<file path="src/rtl/tetris_pkg.sv">
// Shared definitions for the playfield: row command codes, sequencer states
// and the lowest-full-row picker used when clearing lines.
package tetris_pkg;

  localparam int MAX_ROWS = 64;

  typedef enum logic [2:0] {
    CMD_CHECK = 3'b000,
    CMD_MOVE  = 3'b001,
    CMD_WRITE = 3'b010,
    CMD_SHIFT = 3'b011,
    CMD_ADD   = 3'b100
  } row_cmd_t;

  typedef enum logic [3:0] {
    ST_IDLE,
    ST_ADD,
    ST_SPAWNCHK,
    ST_WAIT,
    ST_MOVE,
    ST_WRITE,
    ST_CHECK,
    ST_SHIFT,
    ST_HALT
  } seq_state_t;

  // Index of the lowest set bit; callers turn it into a one-hot select.
  function automatic int unsigned lowest_set_index(input logic [MAX_ROWS-1:0] v);
    int unsigned idx;
    idx = 0;
    for (int i = MAX_ROWS - 1; i >= 0; i--) begin
      if (v[i]) idx = unsigned'(i);
    end
    return idx;
  endfunction

endpackage

</file>
<file path="src/rtl/row_sequencer_if.sv">
// Broadcast bus between the sequencer and the row instances: command and
// shift select out, OR-reduced status and per-row full flags back.
interface row_sequencer_if #(
  parameter int ROWS = 20
);
  logic [2:0]      state;
  logic [ROWS-1:0] shift_sel;
  logic            stop;
  logic            endgame_in;
  logic [ROWS-1:0] full_row;

  modport master (
    output state,
    output shift_sel,
    input  stop,
    input  endgame_in,
    input  full_row
  );

  modport slave (
    input  state,
    input  shift_sel,
    output stop,
    output endgame_in,
    output full_row
  );
endinterface

</file>
<file path="src/rtl/row_sequencer_drop_timer.sv">
// Gravity tick counter: counts ticks while enabled and pulses expire on the
// tick that reaches the threshold (a count already past it expires too).
module drop_timer (
  input  logic       clk,
  input  logic       reset,
  input  logic       clear,
  input  logic       enable,
  input  logic       tick,
  input  logic [7:0] threshold,
  output logic       expire
);

  logic [7:0] count_reg, count_next;

  always_comb begin
    expire     = enable && tick && (({1'b0, count_reg} + 9'd1) >= {1'b0, threshold});
    count_next = count_reg;
    if (clear || expire) begin
      count_next = '0;
    end else if (enable && tick) begin
      count_next = count_reg + 8'd1;
    end
  end

  always_ff @(posedge clk or negedge reset) begin
    if (!reset) count_reg <= '0;
    else        count_reg <= count_next;
  end

endmodule

</file>
<file path="src/rtl/row_sequencer.sv">
// Gameplay-loop controller driving the row command bus.
// Optional SOFT_DROP_EN adds drop_fast, shrinking the gravity threshold to 1 tick.
module row_sequencer
  import tetris_pkg::*;
#(
  parameter int ROWS       = 20,
  parameter int DROP_TICKS = 30,
  parameter int LINES_W    = 14
) (
  input  logic               clk,
  input  logic               reset,
  input  logic               start,
  input  logic               tick,
`ifdef SOFT_DROP_EN
  input  logic               drop_fast,
`endif
  row_sequencer_if.master    rows,
  output logic [LINES_W-1:0] lines,
  output logic               game_over,
  output logic               busy
);

  localparam logic [7:0] DROP_THRESH = 8'(DROP_TICKS);

  seq_state_t           state_reg, state_next;
  logic [ROWS-1:0]      shift_sel_reg, shift_sel_next;
  logic [LINES_W-1:0]   lines_reg, lines_next;
  logic [MAX_ROWS-1:0]  full_ext;
  logic [7:0]           threshold;
  logic                 timer_clear;
  logic                 timer_expire;
  logic                 timer_enable;

`ifdef SOFT_DROP_EN
  assign threshold = drop_fast ? 8'd1 : DROP_THRESH;
`else
  assign threshold = DROP_THRESH;
`endif

  assign timer_enable = (state_reg == ST_WAIT);

  drop_timer u_drop_timer (
    .clk       (clk),
    .reset     (reset),
    .clear     (timer_clear),
    .enable    (timer_enable),
    .tick      (tick),
    .threshold (threshold),
    .expire    (timer_expire)
  );

  always_comb begin
    state_next     = state_reg;
    shift_sel_next = shift_sel_reg;
    lines_next     = lines_reg;
    timer_clear    = 1'b0;
    rows.state     = CMD_CHECK;
    full_ext       = '0;
    full_ext[ROWS-1:0] = rows.full_row;

    case (state_reg)
      ST_IDLE: begin
        if (start) state_next = ST_ADD;
      end
      ST_ADD: begin
        rows.state = CMD_ADD;
        state_next = ST_SPAWNCHK;
      end
      // endgame_in is registered by the rows during ADD, so it is only valid here.
      ST_SPAWNCHK: begin
        if (rows.endgame_in) begin
          state_next = ST_HALT;
        end else begin
          state_next  = ST_WAIT;
          timer_clear = 1'b1;
        end
      end
      ST_WAIT: begin
        if (timer_expire) state_next = rows.stop ? ST_WRITE : ST_MOVE;
      end
      ST_MOVE: begin
        rows.state  = CMD_MOVE;
        state_next  = ST_WAIT;
        timer_clear = 1'b1;
      end
      ST_WRITE: begin
        rows.state = CMD_WRITE;
        state_next = ST_CHECK;
      end
      ST_CHECK: begin
        if (|rows.full_row) begin
          state_next     = ST_SHIFT;
          shift_sel_next = ROWS'(1) << lowest_set_index(full_ext);
        end else begin
          state_next = ST_ADD;
        end
      end
      ST_SHIFT: begin
        rows.state     = CMD_SHIFT;
        shift_sel_next = '0;
        state_next     = ST_CHECK;
        if (lines_reg != '1) lines_next = lines_reg + LINES_W'(1);
      end
      ST_HALT: begin
        state_next = ST_HALT;
      end
      default: begin
        state_next = ST_IDLE;
      end
    endcase
  end

  always_ff @(posedge clk or negedge reset) begin
    if (!reset) begin
      state_reg     <= ST_IDLE;
      shift_sel_reg <= '0;
      lines_reg     <= '0;
    end else begin
      state_reg     <= state_next;
      shift_sel_reg <= shift_sel_next;
      lines_reg     <= lines_next;
    end
  end

  assign rows.shift_sel = shift_sel_reg;
  assign lines          = lines_reg;
  assign game_over      = (state_reg == ST_HALT);
  assign busy           = (state_reg != ST_IDLE) && (state_reg != ST_HALT);

endmodule

</file>
<file path="src/flat_wrapper.sv">
// flat-port wrapper written by rule: the top's interface ports become plain ports
module row_sequencer_flat import tetris_pkg::*;
#(
  parameter int ROWS       = 20,
  parameter int DROP_TICKS = 30,
  parameter int LINES_W    = 14
)
  (clk, reset, start, tick, lines, game_over, busy, rows_state, rows_shift_sel, rows_stop, rows_endgame_in, rows_full_row);
  row_sequencer_if #(.ROWS(ROWS)) rows_i ();
  input  logic clk;
  input  logic reset;
  input  logic start;
  input  logic tick;
  output logic [LINES_W-1:0] lines;
  output logic game_over;
  output logic busy;
  output wire logic [$bits(rows_i.state)-1:0] rows_state;
  output wire logic [$bits(rows_i.shift_sel)-1:0] rows_shift_sel;
  input wire logic [$bits(rows_i.stop)-1:0] rows_stop;
  input wire logic [$bits(rows_i.endgame_in)-1:0] rows_endgame_in;
  input wire logic [$bits(rows_i.full_row)-1:0] rows_full_row;
  assign rows_state = rows_i.state;
  assign rows_shift_sel = rows_i.shift_sel;
  assign rows_i.stop = rows_stop;
  assign rows_i.endgame_in = rows_endgame_in;
  assign rows_i.full_row = rows_full_row;
  row_sequencer #(.ROWS(ROWS), .DROP_TICKS(DROP_TICKS), .LINES_W(LINES_W)) u_core (.clk(clk), .reset(reset), .start(start), .tick(tick), .rows(rows_i), .lines(lines), .game_over(game_over), .busy(busy));
endmodule
</file>
<file path="config.mk">
export PLATFORM = sky130hd
export DESIGN_NAME = row_sequencer_flat
export DESIGN_NICKNAME = d
export VERILOG_FILES = /design/src/rtl/tetris_pkg.sv /design/src/rtl/row_sequencer_if.sv /design/src/rtl/row_sequencer_drop_timer.sv /design/src/rtl/row_sequencer.sv /design/src/flat_wrapper.sv
export SDC_FILE = /design/constraint.sdc
export NUM_CORES = 1
export LEC_CHECK = 0
export ABC_AREA = 1
export BUFFER_PORTS_ARGS = -buffer_cell sky130_fd_sc_hd__buf_2
export CAP_MARGIN = 20
export CORE_AREA = 2 2 104 106
export CTS_CLUSTER_DIAMETER = 150
export CTS_CLUSTER_SIZE = 20
export DETAILED_ROUTE_END_ITERATION = 10
export DIE_AREA = 0 0 106 108
export HOLD_SLACK_MARGIN = 0.08
export SLEW_MARGIN = 30
export SYNTH_ARGS = -nofsm -noshare
export SYNTH_HDL_FRONTEND = slang
export SYNTH_SLANG_ARGS = --single-unit
export TNS_END_PERCENT = 50
</file>
<file path="constraint.sdc">
create_clock -name clk -period 2 [get_ports clk]
set_clock_uncertainty 0.1 [all_clocks]
set_input_delay 0.1 -clock clk [delete_from_list [all_inputs] [get_ports clk]]
set_output_delay 0.1 -clock clk [all_outputs]
set_load 0.03 [all_outputs]
</file>
==> results.json, run 1 <==
{
  "cts_sinks": 46,
  "drc": 0,
  "top_usage_layer": "met2",
  "peakVddDrop_uv": 336.2,
  "worst-path-buf-inv": 0,
  "grtUsageMet1_pct": 14.14,
  "wirelength_um": 6544,
  "hold_depth": 5,
  "vias": 2449,
  "total_leakage_power_nw": 1.920,
  "rsz0062_at_grt": "yes",
  "period_needed_ns": 1.986,
  "cp_slowest_stage_delay_ns": 0.43,
  "start_util_pct": 24.51,
  "crit_family": "simple AND/OR/NAND/NOR gates",
  "first_global_vias": 2451,
  "grt_pass1_wl_um": 11010,
  "synth_edf_count": 0,
  "syn_inst": 320,
  "numCtsBuffers": 5,
  "syn-cell-area_um2": 2507,
  "design_area_um2": 3618,
  "path_cells": "ha_4 > nand3_2 > nor3_2 > a21oi_4 > nand4_4 > nor3_4 > nand3_2 > nor2_4 > nand2_2 > nor2_4 > nand3_2 > xnor2_1",
  "max_freq_mhz": 503.4,
  "final_common_cell": "nand2_1",
  "layout.cells.non_filler": 572,
  "coreArea_um2": 10230,
  "dieArea_um2": 11450,
  "cp-end-kind": "flip-flop",
  "dr.pass1.iters": 4,
  "crit_path_top_delay_cell": "dfrtp_2",
  "hold_path_class": "input port to flip-flop",
  "num_antenna_cells": 0,
  "antenna_found_initial": 0,
  "dpl.hpwl_um": 5026,
  "die_h_um": 108,
  "min_from": "tick",
  "first_iter_violations": 58,
  "crit_top_cell": "nand3_2",
  "placedCellCount": 545,
  "finalHoldViolCount": 0,
  "grt.met3_usage_pct": 2.592,
  "synth_cell_type_count": 31,
  "grt_usage_pct": 11.83,
  "rows": 37,
  "clock_path_buffers": 2,
  "cts_tree": "yes",
  "synth_area_per_cell_um2": 7.836,
  "largest_register_ffs": 20,
  "dpl_cell_area_um2": 3238,
  "ys_ff_latch": 46,
  "drive_above_1_share_pct": 34.40,
  "drv_cap": 0,
  "grt_max_degree": 25,
  "cp-start-kind": "flip-flop",
  "clockRootBuffer": "clkbuf_8",
  "powerDensity_nw_per_um2": 889.8,
  "tightest_slew_ns": 0.6012,
  "wl_per_cell_um": 11.44,
  "most-common-layout-cells": "nand2_1, buf_2, inv_1",
  "holdPathEnd": "u_core.u_drop_timer.count_reg[0]",
  "ys_async_sr_fraction_pct": 100.0,
  "nets": 464,
  "rr_worst_depth": 12,
  "crit_required_ns": 2.09,
  "rrSetupSlack_ns": 0.01,
  "setup_slack_ns": 0.01368,
  "yosysSeqAreaShare_pct": 45.91,
  "cts_htree_levels": 2,
  "dp_slack_ns": -0.04339,
  "ys.warnings.count": 0,
  "status": "finished clean",
  "drtAntennaViolNets": 0,
  "grt.met2_usage_pct": 21.01,
  "worstSetupPathType": "flip-flop to flip-flop",
  "clock_latency_ns": 0.30,
  "arrival_ns": 2.07,
  "fp.dieW_um": 106,
  "crit_path_max_fanout": 3,
  "reg2reg_from": "u_core.lines[0]",
  "ys.flop_type": "dfrtp_1",
  "io_pins": 65,
  "post_drt_via_cell_ratio": 4.281,
  "gp_congestion": 0.8313,
  "io_buffers": 64,
  "worstReg2RegEnd": "u_core.lines[13]",
  "setup_viol": 0,
  "area_growth_syn_to_layout_pct": 44.31,
  "grt-ovfl-total": 0,
  "maxSlewViolCount": 0,
  "clk_pin_slew_ns": 0.09,
  "finalCritPeriodShare_pct": 99.32,
  "max_slew_margin_pct": 59.92,
  "mappedNetlistNets": 349
}
cell type report:
type	count	area, um^2
Clock buffer	5	68.82
Clock inverter	3	40.04
Fill cell	1069	6613
Inverter	58	217.7
Multi-Input combinational cell	215	1265
Sequential cell	46	1156
Tap cell	136	170.2
Timing Repair Buffer	109	700.7
synth_stat cells, types with 2 or more instances:
cell type	number	area (um^2)
nand2_1	81	304.0
inv_1	55	206.5
dfrtp_1	46	1151
nor2_1	32	120.1
nand3_1	22	110.1
o21ai_0	15	75.07
xor2_1	10	87.58
nand4_1	8	50.05
xnor2_1	6	52.55
nor3_1	5	25.02
o21ai_1	5	25.02
a21oi_1	4	20.02
nor2_4	4	45.04
ha_1	3	37.54
inv_2	3	11.26
o31ai_1	3	22.52
nand3_2	2	20.02
o21bai_1	2	15.01
o22ai_1	2	12.51
power by group:
part           total [W]  switching, W  leakage [nW]  internal [W]
Combinational    0.00135      0.000828          1.24      0.000522
Sequential       0.00118      0.000114         0.625       0.00106
Clock           0.000692      0.000323        0.0579      0.000368
metal layers:
metal / wire length, um / part of all wire [%]
met4: 162 / 2.5
met3: 223 / 3.4
met1: 2913 / 45
met5: 0 / 0
met2: 3245 / 50
logic make-up (layout without fill, tap and decap cells):
family | Yosys count | after routing | synth area share, %
and+or+nand+nor | 160 | 160 | 29.44
buffers and inverters | 59 | 175 | 8.882
DFF | 46 | 46 | 45.91
AOI/OAI and AO/OA | 36 | 36 | 8.683
xor gates and xnor gates | 16 | 16 | 5.589
adders and majority gates | 3 | 3 | 1.497
worst reg2reg max path: cells and delay by family, from the launching register on:
kind                       cells  cell delay (ns)
AOI/OAI and AO/OA              1             0.15
xor gates and xnor gates       1             0.12
adders and majority gates      1             0.17
DFF                            1             0.43
and+or+nand+nor                9             0.91
worst max path at each step:
stage / cells after the start / from / slack [ns] / to
6_report: 12 / u_core.lines[0] / 0.01 / u_core.lines[13]
5_1_grt: 13 / u_core.state_reg[3] / -0.1 / u_core.lines[13]
4_1_cts: 9 / u_core.u_drop_timer.count_reg[0] / 0.004 / u_core.u_drop_timer.count_reg[2]
3_5_place_dp: 12 / u_core.lines[1] / -0.04 / u_core.lines[13]
3_3_place_gp: 12 / u_core.lines[1] / 0.004 / u_core.lines[13]
2_1_floorplan: 12 / u_core.lines[0] / -0.28 / u_core.lines[13]
per-stage QoR:
stage                     TNS (ns)  utilization, %  power, W  hold slack (ns)
after floorplan            -0.4377               -  0.001938          -0.2956
after global placement           0           31.65  0.002375          0.01574
after detailed placement  -0.04339           31.65  0.002392          0.03198
after CTS                        0           33.91  0.003125           0.1127
after global routing       -0.3135           35.37  0.003446           0.1683
final                            0           35.37  0.003220           0.1334
timing repair:
item,in CTS,in global routing
buffers inserted,5,7
resized for setup,6,23
setup endpoints to repair,2,30
pin swaps,9,10
hold buffers,7,0
endpoints found under the hold margin,26,0
No activity file was read; power rests on OpenSTA's default activity.
==> inputs of run 2 (changes only) <==
CELL_PAD_IN_SITES_DETAIL_PLACEMENT = 0   (was default)
CELL_PAD_IN_SITES_GLOBAL_PLACEMENT = 1   (was default)
PLACE_DENSITY_LB_ADDON = 0.1   (was default)
==> run 2 against run 1 <==
Effect of this change: hold slack is essentially flat; combinational power barely moved; global-route usage increased by 0.065 points; non-clock buffer count grew 1; final area fell by 0.59%; die area stayed put; first-iteration DRC count up 3.4%; sequential cell count stayed put; critical path depth is the same; wire length is 1.2% lower; utilization fell by 0.21 points; critical path type unchanged; critical endpoint unchanged; largest cell class unchanged.
==> results.json, run 2 (same netlist as run 1, synthesis figures left out) <==
{
  "post_drt_via_cell_ratio": 4.202,
  "first_iter_violations": 60,
  "clock_latency_ns": 0.30,
  "crit_family": "simple AND/OR/NAND/NOR gates",
  "hold_path_class": "input port to flip-flop",
  "worst-path-buf-inv": 0,
  "rrSetupSlack_ns": 0.02,
  "first_global_vias": 2328,
  "io_pins": 65,
  "setup_viol": 0,
  "crit_path_max_fanout": 3,
  "numCtsBuffers": 5,
  "period_needed_ns": 1.977,
  "tightest_slew_ns": 0.5554,
  "cp-start-kind": "flip-flop",
  "wirelength_um": 6464,
  "hold_depth": 5,
  "vias": 2408,
  "total_power_w": 0.003199,
  "arrival_ns": 2.07,
  "nets": 465,
  "drv_cap": 0,
  "cts_tree": "yes",
  "io_buffers": 64,
  "area_growth_syn_to_layout_pct": 43.46,
  "clock_path_buffers": 2,
  "cp_slowest_stage_delay_ns": 0.43,
  "final_common_cell": "nand2_1",
  "crit_top_cell": "nand3_2",
  "num_antenna_cells": 0,
  "most-common-layout-cells": "nand2_1, buf_2, inv_1",
  "finish.utilization_pct": 35.16,
  "setup_slack_ns": 0.02310,
  "largest_register_ffs": 20,
  "powerDensity_nw_per_um2": 889.4,
  "grt_usage_pct": 11.90,
  "antenna_found_initial": 0,
  "grt_max_degree": 27,
  "holdPathEnd": "u_core.u_drop_timer.count_reg[0]",
  "dieArea_um2": 11450,
  "worstReg2RegEnd": "u_core.lines[13]",
  "die_h_um": 108,
  "cts_sinks": 46,
  "rr_worst_depth": 12,
  "grt-ovfl-total": 0,
  "top_layer": "met4",
  "dr.pass1.iters": 4,
  "crit_required_ns": 2.09,
  "coreArea_um2": 10230,
  "drc": 0,
  "finalHoldViolCount": 0,
  "gp_congestion": 0.7191,
  "dp_slack_ns": -0.08289,
  "finalCritPeriodShare_pct": 98.85,
  "max_freq_mhz": 505.8,
  "n_fill_cell": 1119,
  "drive_above_1_share_pct": 34.10,
  "min_from": "tick",
  "dpl_cell_area_um2": 3321,
  "design_area_um2": 3597,
  "wl_met1_um": 3138,
  "peakVddDrop_uv": 487.3,
  "rsz0062_at_grt": "yes",
  "met3WireLength_um": 281,
  "dpl.hpwl_um": 5186,
  "crit_path_top_delay_cell": "dfrtp_2",
  "cp-end-kind": "flip-flop",
  "drtAntennaViolNets": 0,
  "reg2reg_from": "u_core.lines[1]",
  "status": "finished clean",
  "start_util_pct": 24.51,
  "maxSlewViolCount": 0,
  "dr_wl_met2_um": 2987,
  "total_leakage_power_nw": 1.896,
  "clockRootBuffer": "clkbuf_8",
  "path_cells": "ha_4 > nand3_2 > nor3_2 > a21oi_4 > nand4_4 > nor3_4 > nand3_2 > nor2_4 > nand2_2 > nor2_4 > nand3_2 > xnor2_1",
  "cts_htree_levels": 2,
  "fp.dieW_um": 106,
  "rows": 37,
  "clk_pin_slew_ns": 0.09,
  "grt_pass1_wl_um": 10990,
  "max_slew_margin_pct": 62.97,
  "worstSetupPathType": "flip-flop to flip-flop",
  "wl_per_cell_um": 11.28,
  "holdWs_ns": 0.1337
}
[run 2: through the flow]
step,std cells,TNS (ns)
floorplan,320,-0.4377
global placement,556,-0.02936
detailed placement,556,-0.1177
CTS,572,-0.005991
global route,573,-0.3199
finish,573,0
[run 2: cell type report]
type / count / area, um^2 / share of cell area [%]
Tap cell: 136 / 170.2 / 4.730
Sequential cell: 46 / 1154 / 32.07
Inverter: 58 / 217.7 / 6.052
Timing Repair Buffer: 110 / 708.2 / 19.69
Clock inverter: 2 / 37.54 / 1.043
Clock buffer: 6 / 72.57 / 2.017
Multi-Input combinational cell: 215 / 1237 / 34.40
[run 2: how the worst max path moves through the flow]
stage                        start               end  slack (ns)  cells past startpoint
6_report           u_core.lines[1]  u_core.lines[13]        0.02                     12
5_1_grt        u_core.state_reg[3]  u_core.lines[13]       -0.13                     13
4_1_cts            u_core.lines[1]  u_core.lines[13]      -0.006                     12
3_5_place_dp       u_core.lines[1]  u_core.lines[13]       -0.08                     12
3_3_place_gp       u_core.lines[1]  u_core.lines[13]       -0.03                     12
2_1_floorplan      u_core.lines[0]  u_core.lines[13]       -0.28                     12
[run 2: what timing repair did]
item                                    4_1_cts  5_1_grt
hold buffers                                  7        0
pin swaps                                     3        3
gates resized for setup                       2       23
setup buffers                                 1        1
endpoints found under the setup margin        4       30
hold endpoints to repair                     25        0
[run 2: routing by layer]
| layer | track usage, % | up-vias |
|---|---|---|
| met5 | 0 | - |
| met4 | 2.914 | 0 |
| met3 | 2.411 | 5 |
| met2 | 19.45 | 43 |
| met1 | 16.22 | 1116 |
| li1 | - | 1244 |
[run 2: worst register-to-register path: cells and delay by family (launching register included)]
family	cells	cell delay, ns
AND/OR/NAND/NOR	9	0.90
flip-flops	1	0.43
adder cells (fa/ha/maj)	1	0.17
AO/OA/AOI/OAI	1	0.16
XOR/XNOR	1	0.12
[run 2: report_power, final]
group | internal, W | switching, W
clock | 0.000373 | 0.000320
sequential | 0.00106 | 0.0000967
combinational | 0.000525 | 0.000824
total | 0.00196 | 0.00124
==> inputs of run 3 (changes only) <==
CAP_MARGIN = 5   (was 20)
RECOVER_POWER = 25   (was default)
SETUP_SLACK_MARGIN = 0.2   (was default)
==> run 3 against run 2 <==
Effect of this change: first-iteration DRC count is 8.3% lower; global-route usage is 0.34 points higher; final area stayed put; sequential cell count stayed put; hold slack worse by 0.015 ns; total power is 2.1% lower; register-to-register slack hardly changed; die area stayed put; critical endpoint unchanged; utilization stayed put; cell count is 0.35% higher; fmax is 0.44% higher; sequential power hardly changed; highest routed layer unchanged.
==> results.json, run 3 (same netlist as run 1, synthesis figures left out) <==
{
  "tightest_slew_ns": 1.240,
  "reg2reg_from": "u_core.lines[1]",
  "num_antenna_cells": 0,
  "finish.utilization_pct": 35.16,
  "total_leakage_power_nw": 1.907,
  "rr_worst_depth": 12,
  "holdWs_ns": 0.1187,
  "first_iter_violations": 55,
  "grt_usage_pct": 12.24,
  "cts_sinks": 46,
  "hold_path_class": "input port to flip-flop",
  "rows": 37,
  "cts_htree_levels": 2,
  "clock_path_buffers": 2,
  "io_buffers": 64,
  "grt-ovfl-total": 0,
  "max_slew_margin_pct": 17.30,
  "dieArea_um2": 11450,
  "wl_per_cell_um": 11.27,
  "fp.dieW_um": 106,
  "crit_required_ns": 2.10,
  "crit_path_max_fanout": 3,
  "area_growth_syn_to_layout_pct": 43.46,
  "drc": 0,
  "drive_above_1_share_pct": 35.31,
  "grt_pass1_wl_um": 11320,
  "most-common-layout-cells": "nand2_1, buf_2, inv_1",
  "powerDensity_nw_per_um2": 870.9,
  "max_freq_mhz": 508.1,
  "hold_depth": 5,
  "grt_max_degree": 23,
  "coreArea_um2": 10230,
  "numCtsBuffers": 5,
  "dr.pass1.iters": 4,
  "clk_pin_slew_ns": 0.10,
  "status": "finished clean",
  "finalHoldViolCount": 0,
  "peakVddDrop_uv": 577.6,
  "clock_latency_ns": 0.30,
  "worstSetupPathType": "flip-flop to flip-flop",
  "first_global_vias": 2395,
  "nets": 467,
  "maxSlewViolCount": 0,
  "io_pins": 65,
  "drtAntennaViolNets": 0,
  "cts_tree": "yes",
  "clockRootBuffer": "clkbuf_8",
  "post_drt_via_cell_ratio": 4.099,
  "n_fill_cell": 1105,
  "cp-start-kind": "flip-flop",
  "wirelength_um": 6481,
  "setup_slack_ns": 0.03178,
  "die_h_um": 108,
  "drv_cap": 0,
  "final_common_cell": "nand2_1",
  "setup_viol": 0,
  "largest_register_ffs": 20,
  "finalCritPeriodShare_pct": 98.41,
  "worstReg2RegEnd": "u_core.lines[13]",
  "rrSetupSlack_ns": 0.03,
  "period_needed_ns": 1.968,
  "antenna_found_initial": 0,
  "dpl.hpwl_um": 5119,
  "gp_congestion": 0.7586,
  "endpoint": "u_core.lines[13]",
  "cp-end-kind": "flip-flop",
  "vias": 2357,
  "dp_slack_ns": -0.08709,
  "start_util_pct": 24.51,
  "crit_path_start": "u_core.lines[1]",
  "rsz0062_at_grt": "yes",
  "arrival_ns": 2.07
}
## run 3: changes by cell type in the layout (fill, tap and decap cells not counted), sizes merged
cell and delta:
inv +1, clkinv +1, bufinv -1, dlygate4sd3 -1
buf +1, clkbuf +1
## run 3: area by class of cell
class                   instances  area (um^2)  area share, %
flip-flops and latches         46         1155          32.10
multi-input cells             215         1252          34.82
clock buffers                   5        68.82          1.913
well taps                     136        170.2          4.730
repair buffers                112        708.2          19.69
inverters                      58        217.7          6.052
clock inverters                 3        25.02         0.6957
## run 3: worst min-delay path by stage
stage	start	end	slack, ns
after detailed placement	reset	u_core.rows.shift_sel[7]	0.007
after floorplan	reset	u_core.lines[0]	-0.30
after global routing	tick	u_core.u_drop_timer.count_reg[0]	0.17
after global placement	reset	u_core.rows.shift_sel[7]	0.007
final	rows_full_row[3]	u_core.rows.shift_sel[11]	0.12
after CTS	rows_full_row[3]	u_core.rows.shift_sel[11]	0.11
## run 3: power by group
group	total (W)	leakage, nW	internal, W	switching [W]
clock network	0.000607	0.0447	0.000253	0.000354
registers	0.00117	0.626	0.00106	0.000106
logic	0.00136	1.24	0.000527	0.000831
total	0.00313	1.91	0.00184	0.00129
## run 3: what timing repair did
action                     4_1_cts  5_1_grt
buffers inserted                 4        0
hold endpoints to repair        27        0
hold buffers                     6        0
setup endpoints to repair       16       37
pin swaps                       10        6
gates resized for setup         14       16
## run 3: per-stage QoR
stage                     TNS [ns]  cells  total power (W)  cell area [um^2]
final                            0    575         0.003133              3597
after global routing       -0.3913    575         0.003381              3597
after CTS                        0    575         0.003129              3547
after detailed placement   -0.2217    557         0.002447              3316
after global placement    -0.02208    557         0.002467              3316
after floorplan            -0.4362    320         0.001938              2532
## run 3: worst max-delay path, stage by stage (launching register included)
cell and delay, ns:
dfrtp_2 0.43, ha_4 0.17, nand3_4 0.09, nor3_4 0.06, a21oi_4 0.15, nand4_4 0.11, nor3_4 0.15, nand3_2 0.13
nor2_4 0.11, nand2_2 0.07, nor2_4 0.10, nand3_2 0.07, xnor2_1 0.12
## run 3: routing by layer
metal	share of wire, %	up-vias	track usage [%]
li1	-	1248	-
met1	48	1069	16.37
met2	47	38	20.65
met3	3.9	2	2.351
met4	0.57	0	2.726
met5	0	-	0
